<file path="src/rtl/localizer_pkg.sv">
// Shared types and constants for the localizer frame scheduler.
package localizer_pkg;

    typedef enum logic [1:0] {
        IDLE,
        STREAM,
        WAIT_ANGLE,
        DROP_REST
    } sched_state_t;

    localparam int CNT_W = 16;

endpackage

</file>
<file path="src/rtl/sat_counter.sv">
// Saturating up-counter with synchronous clear; holds at all-ones.
module sat_counter #(
    parameter int WIDTH = 16
) (
    input  logic             clk,
    input  logic             rst_n,
    input  logic             inc,
    input  logic             clr,
    output logic [WIDTH-1:0] count
);

    always_ff @(posedge clk or negedge rst_n) begin
        if (!rst_n) begin
            count <= '0;
        end else if (clr) begin
            count <= '0;
        end else if (inc && (count != '1)) begin
            count <= count + 1'b1;
        end
    end

endmodule

</file>
<file path="src/rtl/localizer_scheduler.sv">
// Frame scheduler between the FFT stream and the translate/aggregate datapath.
// Optional frame statistics outputs are enabled by LOCALIZER_SCHED_STATS_EN.
module localizer_scheduler
    import localizer_pkg::*;
#(
    parameter int LOWER_FFT_BOUND = 9,
    parameter int UPPER_FFT_BOUND = 200,
    parameter int TIMEOUT_CYCLES  = 65535
) (
    input  logic             clk_in,
    input  logic             rst_in,
    input  logic             fft_valid_in,
    input  logic             fft_last_in,
    output logic             fft_ready_out,
    input  logic             xlate_ready_in,
    output logic             xlate_valid_out,
    output logic [7:0]       bin_index_out,
    input  logic             angle_valid_in,
    input  logic [15:0]      angle_in,
    output logic [15:0]      angle_out,
    output logic             angle_valid_out,
    output logic             busy_out,
    output logic             timeout_out,
    output logic             short_frame_out,
`ifdef LOCALIZER_SCHED_STATS_EN
    output logic [CNT_W-1:0] frames_ok_out,
    output logic [CNT_W-1:0] frames_timeout_out,
`endif
    output logic [CNT_W-1:0] dropped_cnt_out
);

    localparam int BIN_W    = $clog2(UPPER_FFT_BOUND) + 1;
    localparam int EXP_BINS = UPPER_FFT_BOUND - LOWER_FFT_BOUND - 1;
    localparam int TMO_W    = $clog2(TIMEOUT_CYCLES + 1);

    sched_state_t     state_reg, state_next;
    logic [BIN_W-1:0] cnt_reg;
    logic [BIN_W-1:0] fwd_cnt_reg;
    logic [BIN_W-1:0] fwd_total;
    logic [TMO_W-1:0] tmo_cnt_reg;
    logic             frame_open_reg;
    logic [15:0]      angle_reg;
    logic             angle_valid_reg;
    logic             timeout_reg;
    logic             short_reg;

    logic in_window, stream_like, accept, forwarded, frame_end;
    logic tmo_expired, angle_take, tmo_fire, drop_inc;

    // A bin arriving in IDLE is treated exactly as a STREAM bin in the same cycle.
    assign stream_like = (state_reg == STREAM) || ((state_reg == IDLE) && fft_valid_in);
    assign in_window   = (cnt_reg > BIN_W'(LOWER_FFT_BOUND)) && (cnt_reg < BIN_W'(UPPER_FFT_BOUND));

    // Ready is held low while reset is asserted so nothing is consumed during reset.
    assign fft_ready_out   = rst_in && ((stream_like && in_window) ? xlate_ready_in : 1'b1);
    assign xlate_valid_out = stream_like && fft_valid_in && in_window;
    assign bin_index_out   = 8'(cnt_reg);

    assign accept      = fft_valid_in && fft_ready_out;
    assign forwarded   = xlate_valid_out && xlate_ready_in;
    assign frame_end   = accept && fft_last_in;
    assign tmo_expired = (tmo_cnt_reg == '0);
    assign angle_take  = (state_reg == WAIT_ANGLE) && angle_valid_in;
    assign tmo_fire    = (state_reg == WAIT_ANGLE) && !angle_valid_in && tmo_expired;
    assign drop_inc    = (state_reg == WAIT_ANGLE) && accept && !frame_open_reg;
    assign fwd_total   = ((state_reg == IDLE) ? '0 : fwd_cnt_reg) + BIN_W'(forwarded);

    assign angle_out       = angle_reg;
    assign angle_valid_out = angle_valid_reg;
    assign timeout_out     = timeout_reg;
    assign short_frame_out = short_reg;

    always_ff @(posedge clk_in or negedge rst_in) begin
        if (!rst_in) begin
            state_reg <= IDLE;
        end else begin
            state_reg <= state_next;
        end
    end

    always_comb begin
        state_next = state_reg;
        busy_out   = 1'b0;
        case (state_reg)
            IDLE: begin
                if (fft_valid_in) begin
                    state_next = frame_end ? WAIT_ANGLE : STREAM;
                end
            end
            STREAM: begin
                busy_out = 1'b1;
                if (frame_end) begin
                    state_next = WAIT_ANGLE;
                end
            end
            WAIT_ANGLE: begin
                busy_out = 1'b1;
                if (angle_valid_in) begin
                    state_next = IDLE;
                end else if (tmo_expired) begin
                    state_next = DROP_REST;
                end
            end
            DROP_REST: begin
                if (!frame_open_reg || frame_end) begin
                    state_next = IDLE;
                end
            end
            default: state_next = IDLE;
        endcase
    end

    always_ff @(posedge clk_in or negedge rst_in) begin
        if (!rst_in) begin
            cnt_reg         <= '0;
            frame_open_reg  <= 1'b0;
            fwd_cnt_reg     <= '0;
            short_reg       <= 1'b0;
            tmo_cnt_reg     <= '0;
            angle_reg       <= '0;
            angle_valid_reg <= 1'b0;
            timeout_reg     <= 1'b0;
        end else begin
            if (accept) begin
                frame_open_reg <= !fft_last_in;
                if (fft_last_in) begin
                    cnt_reg <= '0;
                end else if (cnt_reg != BIN_W'(UPPER_FFT_BOUND)) begin
                    cnt_reg <= cnt_reg + 1'b1;
                end
            end
            if (stream_like) begin
                fwd_cnt_reg <= fwd_total;
            end
            if (stream_like && frame_end) begin
                short_reg   <= (fwd_total != BIN_W'(EXP_BINS));
                tmo_cnt_reg <= TMO_W'(TIMEOUT_CYCLES - 1);
            end else if ((state_reg == WAIT_ANGLE) && !tmo_expired) begin
                tmo_cnt_reg <= tmo_cnt_reg - 1'b1;
            end
            angle_valid_reg <= angle_take;
            if (angle_take) begin
                angle_reg   <= angle_in;
                timeout_reg <= 1'b0;
            end else if (tmo_fire) begin
                timeout_reg <= 1'b1;
            end
        end
    end

    sat_counter #(.WIDTH(CNT_W)) u_dropped (
        .clk   (clk_in),
        .rst_n (rst_in),
        .inc   (drop_inc),
        .clr   (1'b0),
        .count (dropped_cnt_out)
    );

`ifdef LOCALIZER_SCHED_STATS_EN
    sat_counter #(.WIDTH(CNT_W)) u_frames_ok (
        .clk   (clk_in),
        .rst_n (rst_in),
        .inc   (angle_take),
        .clr   (1'b0),
        .count (frames_ok_out)
    );

    sat_counter #(.WIDTH(CNT_W)) u_frames_timeout (
        .clk   (clk_in),
        .rst_n (rst_in),
        .inc   (tmo_fire),
        .clr   (1'b0),
        .count (frames_timeout_out)
    );
`endif

endmodule

</file>
<file path="config.mk">
export PLATFORM = sky130hd
export DESIGN_NAME = localizer_scheduler
export DESIGN_NICKNAME = d
export VERILOG_FILES = /design/src/rtl/localizer_pkg.sv /design/src/rtl/sat_counter.sv /design/src/rtl/localizer_scheduler.sv
export SDC_FILE = /design/constraint.sdc
export NUM_CORES = 1
export LEC_CHECK = 0
export ABC_AREA = 1
export BUFFER_PORTS_ARGS = -buffer_cell sky130_fd_sc_hd__buf_2
export CORE_ASPECT_RATIO = 1.75
export CORE_MARGIN = 8
export CORE_UTILIZATION = 57
export DETAILED_ROUTE_END_ITERATION = 16
export PLACE_DENSITY_LB_ADDON = 0.15
export SYNTH_ARGS = -nofsm -noshare
export SYNTH_HDL_FRONTEND = slang
export SYNTH_SLANG_ARGS = --single-unit
</file>
<file path="constraint.sdc">
create_clock -name clk_in -period 3.5 [get_ports clk_in]
set_input_delay 0.175 -clock clk_in [delete_from_list [all_inputs] [get_ports clk_in]]
set_output_delay 0.175 -clock clk_in [all_outputs]
set_load 0.01 [all_outputs]
</file>
==> summary.txt, run 1 <==
Timing
  – Relative slew slack: 61.92%
  – Count of final max-slew check failures: 0
  – Achievable frequency: roughly 350 MHz
  – Setup repair after global routing missed its margin: false
  – Hold Vio Cnt, Final: 0
  – Setup skew after layout: 0.004917 ns
  – Fraction of the cycle the final worst path needs: 80.79%
  – Final setup viols: 0
  – Transition time at the pin with the least slew margin: 0.5698 ns
  – Final Critical Period: 2.828 ns
  – Sum of negative setup slack: 0 ns

Global routing
  – Vias in the first global route: 3618
  – Global route total overflow: 0
  – Antenna violations before repair: 0
  – Wire length of the first global-routing pass: 15810 um
  – Total routing usage reported by global routing: 19.08%
  – Maximum number of pins on one net before global-route repair: 41

Die
  – Effective utilization at floorplan: approximately 58%
  – Die footprint: around 10000 um2
  – Die X: 80.38 um
  – Top-level port count: 68
  – Overall die height: around 130 um
  – Rows: 41
  – Core Region: 7131 um2

Placement
  – Port Buffer Count: 67
  – Detailed Place HPWL: a little under 7000 um
  – Weighted congestion reported at the end of routability-driven placement: 0.8950
  – Placement-stage cell area: roughly 4500 um2

Worst setup path
  – Critical path type: flop to flop
  – Worst endpoint required time: 3.73 ns
  – Reg2reg setup slack: 0.67 ns
  – Worst Reg2Reg Path Length in Cells: 18
  – Max stage delay on crit path: 0.42 ns
  – Most frequent cell on the critical path: nand2_1
  – CP max-delay cell: dfrtp_1
  – Critical-path cell list: inv_1 -> ha_1 -> nand2_1 -> a21oi_1 -> nand2_1 -> nor2_2 -> nand3_1 -> nor2_1 -> ha_1 -> ha_1 -> nand3_1 -> nor2_1 -> xor2_1 -> nand2_1 -> nor2_1 -> nand3_1 -> nand2_1 -> nand2_1
  – CP arrival: about 3 ns
  – Worst path buffer plus inverter count: 1
  – Critical R2R Launch: state_reg[0]
  – Biggest fanout along the worst timing path: 8
  – Critical Path Sink Type: flop
  – Worst flop-to-flop path endpoint: short_frame_out
  – Critical Path Start Type: flop
  – Kind of cell adding the most delay to the critical path: simple AND/OR/NAND/NOR gates

Worst hold path
  – Min-delay worst type: primary input to flop
  – Min-Delay Endpoint: angle_out[0]
  – Cell depth of the worst hold path: 3
  – Hold_sp: angle_in[0]

Cells and area
  – Util after Layout: 67.17%
  – Non-Filler Cell Area, Final: 4790 um2
  – Top library cells by usage in the layout, fill and taps aside: nand2_1, dfrtp_1, buf_2
  – Net total in the final layout: 620
  – Ratio of cells with drive above 1 in the final layout: approximately a fifth
  – Antenna Cells: 0
  – Relative area change from synthesis to final layout: 15.86%
  – Leading cell type in the layout, fill and taps excluded: nand2_1

CTS
  – Clock transition at the registers of the reported paths: 0.06 ns
  – Post-CTS Hold Buffers: 1
  – Clock network latency to the later pin of the worst-skew pair: roughly 0.34 ns
  – Sink count of the clock tree: roughly 70
  – Post-CTS repair timing setup buffer count: 0
  – CTS tree: yes
  – Post-CTS resize count: 0
  – Master cell of the clock root buffer: clkbuf_16
  – Number of levels in the clock H-tree: 3
  – Clock buffer depth: 2
  – Clock buffer count from CTS: 9

Power and ir drop
  – Peak supply drop: 0.4330 mV
  – Power density over the cells: between 600 and 700 nW/um2
  – Leakage power: ~0.0025 uW

Route
  – Routed wirelength normalized by instance count: 13.73 um
  – Antenna-violating nets left: 0
  – Detailed-route via count: 3567
  – Final WL: just over 9000 um
  – # DRC: 0
  – Drt initial violations: 182
  – Via count normalized by instance count: about 5.3
  – Number of search-and-repair iterations in the first detailed-routing pass: 4

Synth
  – Async S/R FF share, synth: 100.0%
  – Dominant cells by area after synthesis: dfrtp_1, nand2_1, inv_1, xor2_1, nand3_1
  – Cell type contributing the most total cell area after synthesis: dfrtp_1
  – Mapped Nets: 557
  – Cells after synthesis: approximately 520
  – Count of flip-flops with a built-in enable after synthesis: 0
  – Flip-flop and latch count after synthesis: 72
  – Fraction of post-synthesis cell area in the top cell type by area: 43.58%
  – Part of the Yosys area used for sequential elements: 43.58%
  – Most common flop cell mapped by yosys: dfrtp_1
  – Mapped cell area: between 4000 and 5000 um2
  – Syn avg cell area: 7.889 um2
  – Distinct cell type count of the synthesized netlist: 39
  – Ys Warns: 0

Run
  – Max-cap violation count: 0

Run status
  – Result of the run: finished clean
## tightest hold or removal path: stages
cell and delay (ns):
buf_2 0.07, nand2_1 0.04, nand2_1 0.04
## where the power goes
group / leakage, uW / switching [uW] / internal, uW
combinational: 0.00147 / 601 / 364
sequential: 0.000868 / 175 / 1040
clock: 0.000154 / 381 / 632
## cell usage after synthesis, drive strengths merged (5+ instances only)
cell type and count:
o21ai 32, nand4 11, dfrtp 72, xor2 22, xnor2 5, ha 11
nand3 41, nand2 179, nor3 7, nor2 45, inv 56, nand3b 6
buf 15
## worst max path at each step
stage / endpoint / slack [ns] / cells past startpoint / startpoint
floorplan: short_frame_out / 1.01 / 19 / state_reg[0]
global placement: short_frame_out / 0.79 / 18 / state_reg[0]
detailed placement: short_frame_out / 0.69 / 18 / state_reg[0]
CTS: short_frame_out / 0.67 / 18 / state_reg[0]
global route: short_frame_out / 0.27 / 18 / state_reg[0]
finish: short_frame_out / 0.67 / 18 / state_reg[0]
## kinds of logic after synthesis
logic type,Yosys count,share of synthesized area (%)
compound gates,42,6.477
xor+xnor,27,5.720
mux,1,0.2724
flops,72,43.58
simple gates,295,31.96
fa+ha+maj,11,3.329
buf+inv,76,8.656
## routing by layer
metal / routed length [um] / vias up / global-route usage, %
met5: 0 / - / 0
met4: 184 / 0 / 7.866
met3: 434 / 18 / 5.307
met2: 4944 / 68 / 34.49
met1: 3745 / 1699 / 19.65
li1: - / 1782 / -
## area by class of cell
cell class	instances	area (um2)
clock buffer	9	225.2
clock inverter	7	103.9
fill	616	2341
inverter	59	221.5
multi-input combinational	376	1974
sequential	72	1802
tap	86	107.6
timing repair buffer	69	355.3
## through the flow
stage	std cells	hold slack [ns]	setup slack, ns	power, uW
floorplan	524	-0.1206	1.013	1846
global placement	661	0.1675	0.7852	2159
detailed placement	661	0.1688	0.6913	2199
CTS	678	0.02233	0.6656	3222
global route	678	0.02607	0.2750	3392
finish	678	0.02931	0.6724	3188
(Power assumes the default switching activity.)
==> run 2: changes to the inputs <==
--- a/config.mk
+++ b/config.mk
@@ -9,7 +9,7 @@
 export BUFFER_PORTS_ARGS = -buffer_cell sky130_fd_sc_hd__buf_2
 export CORE_ASPECT_RATIO = 1.75
 export CORE_MARGIN = 8
-export CORE_UTILIZATION = 57
+export CORE_UTILIZATION = 51
 export DETAILED_ROUTE_END_ITERATION = 16
 export PLACE_DENSITY_LB_ADDON = 0.15
 export SYNTH_ARGS = -nofsm -noshare
==> constraint.sdc (replaced) <==
create_clock -name clk_in -period 2.3 [get_ports clk_in]
set_input_delay 0.115 -clock clk_in [delete_from_list [all_inputs] [get_ports clk_in]]
set_output_delay 0.115 -clock clk_in [all_outputs]
set_load 0.01 [all_outputs]
==> run 2 against run 1 <==
  * The flow now finishes with violations (negative setup slack)
  * Worst setup slack worse by 0.94 ns
  * Critical path depth unchanged
  * Register-to-register slack worse by 0.94 ns
  * Clock skew up 0.0018 ns
  * Maximum frequency up 10%
  * Final area up 9.9%
==> summary.txt, run 2 (synthesis results as in run 1) <==
Worst hold path
  – Min-delay worst type: primary input to flop

Cells and area
  – Antenna Cells: 0
  – Top library cells by usage in the layout, fill and taps aside: nand2_1, dfrtp_1, buf_2
  – Util after Layout: 66.56%
  – Net total in the final layout: about 670
  – Relative area change from synthesis to final layout: 27.33%
  – Leading cell type in the layout, fill and taps excluded: nand2_1
  – Ratio of cells with drive above 1 in the final layout: 25.24%
  – Filler instances: 626

Route
  – Final WL: roughly 9700 um
  – Detailed-route via count: 3695
  – Met1 wire length: 3846 um
  – Via count normalized by instance count: 5.076
  – # DRC: 0
  – Drt initial violations: 95
  – DR top layer: met4
  – Number of search-and-repair iterations in the first detailed-routing pass: 4
  – Detailed route wirelength on metal2: between 5000 and 6000 um
  – Antenna-violating nets left: 0
  – Met3 WL post-DR: approximately 600 um
  – Routed wirelength normalized by instance count: about 13 um

CTS
  – Sink count of the clock tree: 72
  – Master cell of the clock root buffer: clkbuf_16
  – Clock transition at the registers of the reported paths: around 0.060 ns
  – Clock buffer depth: 2
  – Clock network latency to the later pin of the worst-skew pair: 0.33 ns
  – Clock buffer count from CTS: 9
  – Number of levels in the clock H-tree: 3
  – CTS tree: yes

Timing
  – Final setup viols: 3
  – Achievable frequency: 389.3 MHz
  – Final Critical Period: 2.569 ns
  – Hold Vio Cnt, Final: 0
  – Transition time at the pin with the least slew margin: 0.8762 ns
  – Fraction of the cycle the final worst path needs: 111.7%
  – Setup slack after layout: -0.2689 ns
  – Count of final max-slew check failures: 0
  – Setup repair after global routing missed its margin: true
  – Relative slew slack: between 40% and 50%
  – Setup skew after layout: 0.006705 ns

Power and ir drop
  – Power spent charging and discharging nets: ~1800 uW
  – Switching share of total power: a little over a third
  – Combinational group share of total power: 35.7%
  – Internal Dissipation: between 3000 and 4000 uW
  – Clock network fraction of design power: 28.7%
  – Leakage power: 0.002709 uW
  – Portion of total power attributed to sequential cells: 35.6%
  – Power density over the cells: 967.4 nW/um2
  – Peak supply drop: 0.7519 mV

Die
  – Rows: 43
  – Core Region: 7909 um2
  – Overall die height: 135.1 um
  – Top-level port count: 68
  – Effective utilization at floorplan: between 50% and 60%
  – Die footprint: 11360 um2
  – Die X: 84.06 um

Worst setup path
  – Most frequent cell on the critical path: nand2_1
  – Critical Path Sink Type: flop
  – Biggest fanout along the worst timing path: 2
  – Critical-path cell list: inv_2 -> ha_4 -> nand2_4 -> a21oi_2 -> nand2_1 -> nor2_2 -> nand3_2 -> nor2_1 -> ha_2 -> ha_4 -> nand3_4 -> nor2_4 -> xor2_2 -> nand2_1 -> nor2_2 -> nand3_1 -> nand2_1 -> nand2_1
  – CP max-delay cell: dfrtp_1
  – Worst endpoint required time: 2.52 ns
  – Worst path buffer plus inverter count: 1
  – Max stage delay on crit path: 0.39 ns
  – Kind of cell adding the most delay to the critical path: simple AND/OR/NAND/NOR gates
  – Critical path type: flop to flop
  – CP arrival: 2.79 ns
  – Critical Path Start Type: flop

Placement
  – Weighted congestion reported at the end of routability-driven placement: 0.8252
  – Detailed Place HPWL: 7034 um
  – Port Buffer Count: between 60 and 70
  – Worst setup slack after placement: -0.1987 ns

Global routing
  – Total routing usage reported by global routing: 17.90%
  – Vias in the first global route: approximately 3800
  – Wire length of the first global-routing pass: approximately 17000 um
  – Maximum number of pins on one net before global-route repair: 71
  – Antenna violations before repair: 0
  – Global route total overflow: 0

Run
  – Max-cap violation count: 0

Run status
  – Failing checks: negative setup slack
  – Result of the run: finished, violations left
-- run 2: cell count changes in the layout (fill, tap and decap cells not counted), moves of 3 or more --
cell,delta
buf_4,+29
dlygate4sd3_1,+16
clkbuf_8,+4
ha_1,-4
inv_1,-4
inv_2,+4
ha_4,+3
-- run 2: metal layers --
| layer | vias to the layer above | track usage [%] |
|---|---|---|
| li1 | 1870 | - |
| met1 | 1737 | 18.73 |
| met2 | 77 | 31.85 |
| met3 | 11 | 6.333 |
| met4 | 0 | 6.564 |
| met5 | - | 0 |
-- run 2: cell type report --
class	instances	area (um2)	share of cell area, %
multi-input cells	376	2064	39.22
flip-flops and latches	72	1802	34.23
repair buffers	115	744.5	14.14
clock buffers	14	284.0	5.396
inverters	59	221.5	4.207
well taps	90	112.6	2.139
clock inverters	2	35.03	0.6656
-- run 2: worst reg2reg max path, delay by kind of cell, from the launching register on --
family                   cells  cell delay (ns)
XOR/XNOR                     1             0.17
adder cells (fa/ha/maj)      3             0.52
buffers and inverters        1             0.11
AO/OA/AOI/OAI                1             0.13
flip-flops                   1             0.39
AND/OR/NAND/NOR             12             1.12
-- run 2: power groups by stage --
stage	Sequential (uW)	Clock (uW)	Combinational [uW]
final	1810	1460	1820
after global routing	1850	1550	2050
after CTS	1810	1490	1750
after detailed placement	1820	0	1700
after global placement	1820	0	1640
after floorplan	1930	0	911
-- run 2: timing repair --
item,CTS,global route
cloned,0,0
pin swaps,3,11
gates resized for setup,3,13
buffers inserted,1,4
hold endpoints to repair,18,0
endpoints found under the setup margin,2,6
hold buffers,17,0
-- run 2: stage by stage --
| stage | std cells | setup TNS, ns | hold slack, ns | power [uW] | cell area (um2) |
|---|---|---|---|---|---|
| CTS | 724 | -0.2772 | 0.1102 | 5047 | 5189 |
| finish | 728 | -0.5170 | 0.1273 | 5092 | 5264 |
| global route | 728 | -1.050 | 0.1402 | 5457 | 5264 |
| floorplan | 524 | -0.09939 | -0.1806 | 2839 | 4172 |
| detailed placement | 690 | -0.3775 | -0.06339 | 3520 | 4674 |
| global placement | 690 | -0.1379 | -0.06517 | 3460 | 4674 |
-- run 2: path summary, 6_finish.rpt --
| path | startpoint | to | slack [ns] | depth (start not counted) |
|---|---|---|---|---|
| hold reg to reg | angle_out[1] | angle_out[1] | 0.48 | 2 |
| setup reg to reg | state_reg[1] | short_frame_out | -0.27 | 18 |
| max in group asynchronous | rst_in | angle_out[7] | 1.09 | 3 |
| min in group asynchronous | rst_in | fwd_cnt_reg[8] | 0.14 | 2 |
| hold / removal | angle_valid_in | timeout_out | 0.13 | 4 |
| setup / recovery | state_reg[1] | short_frame_out | -0.27 | 18 |
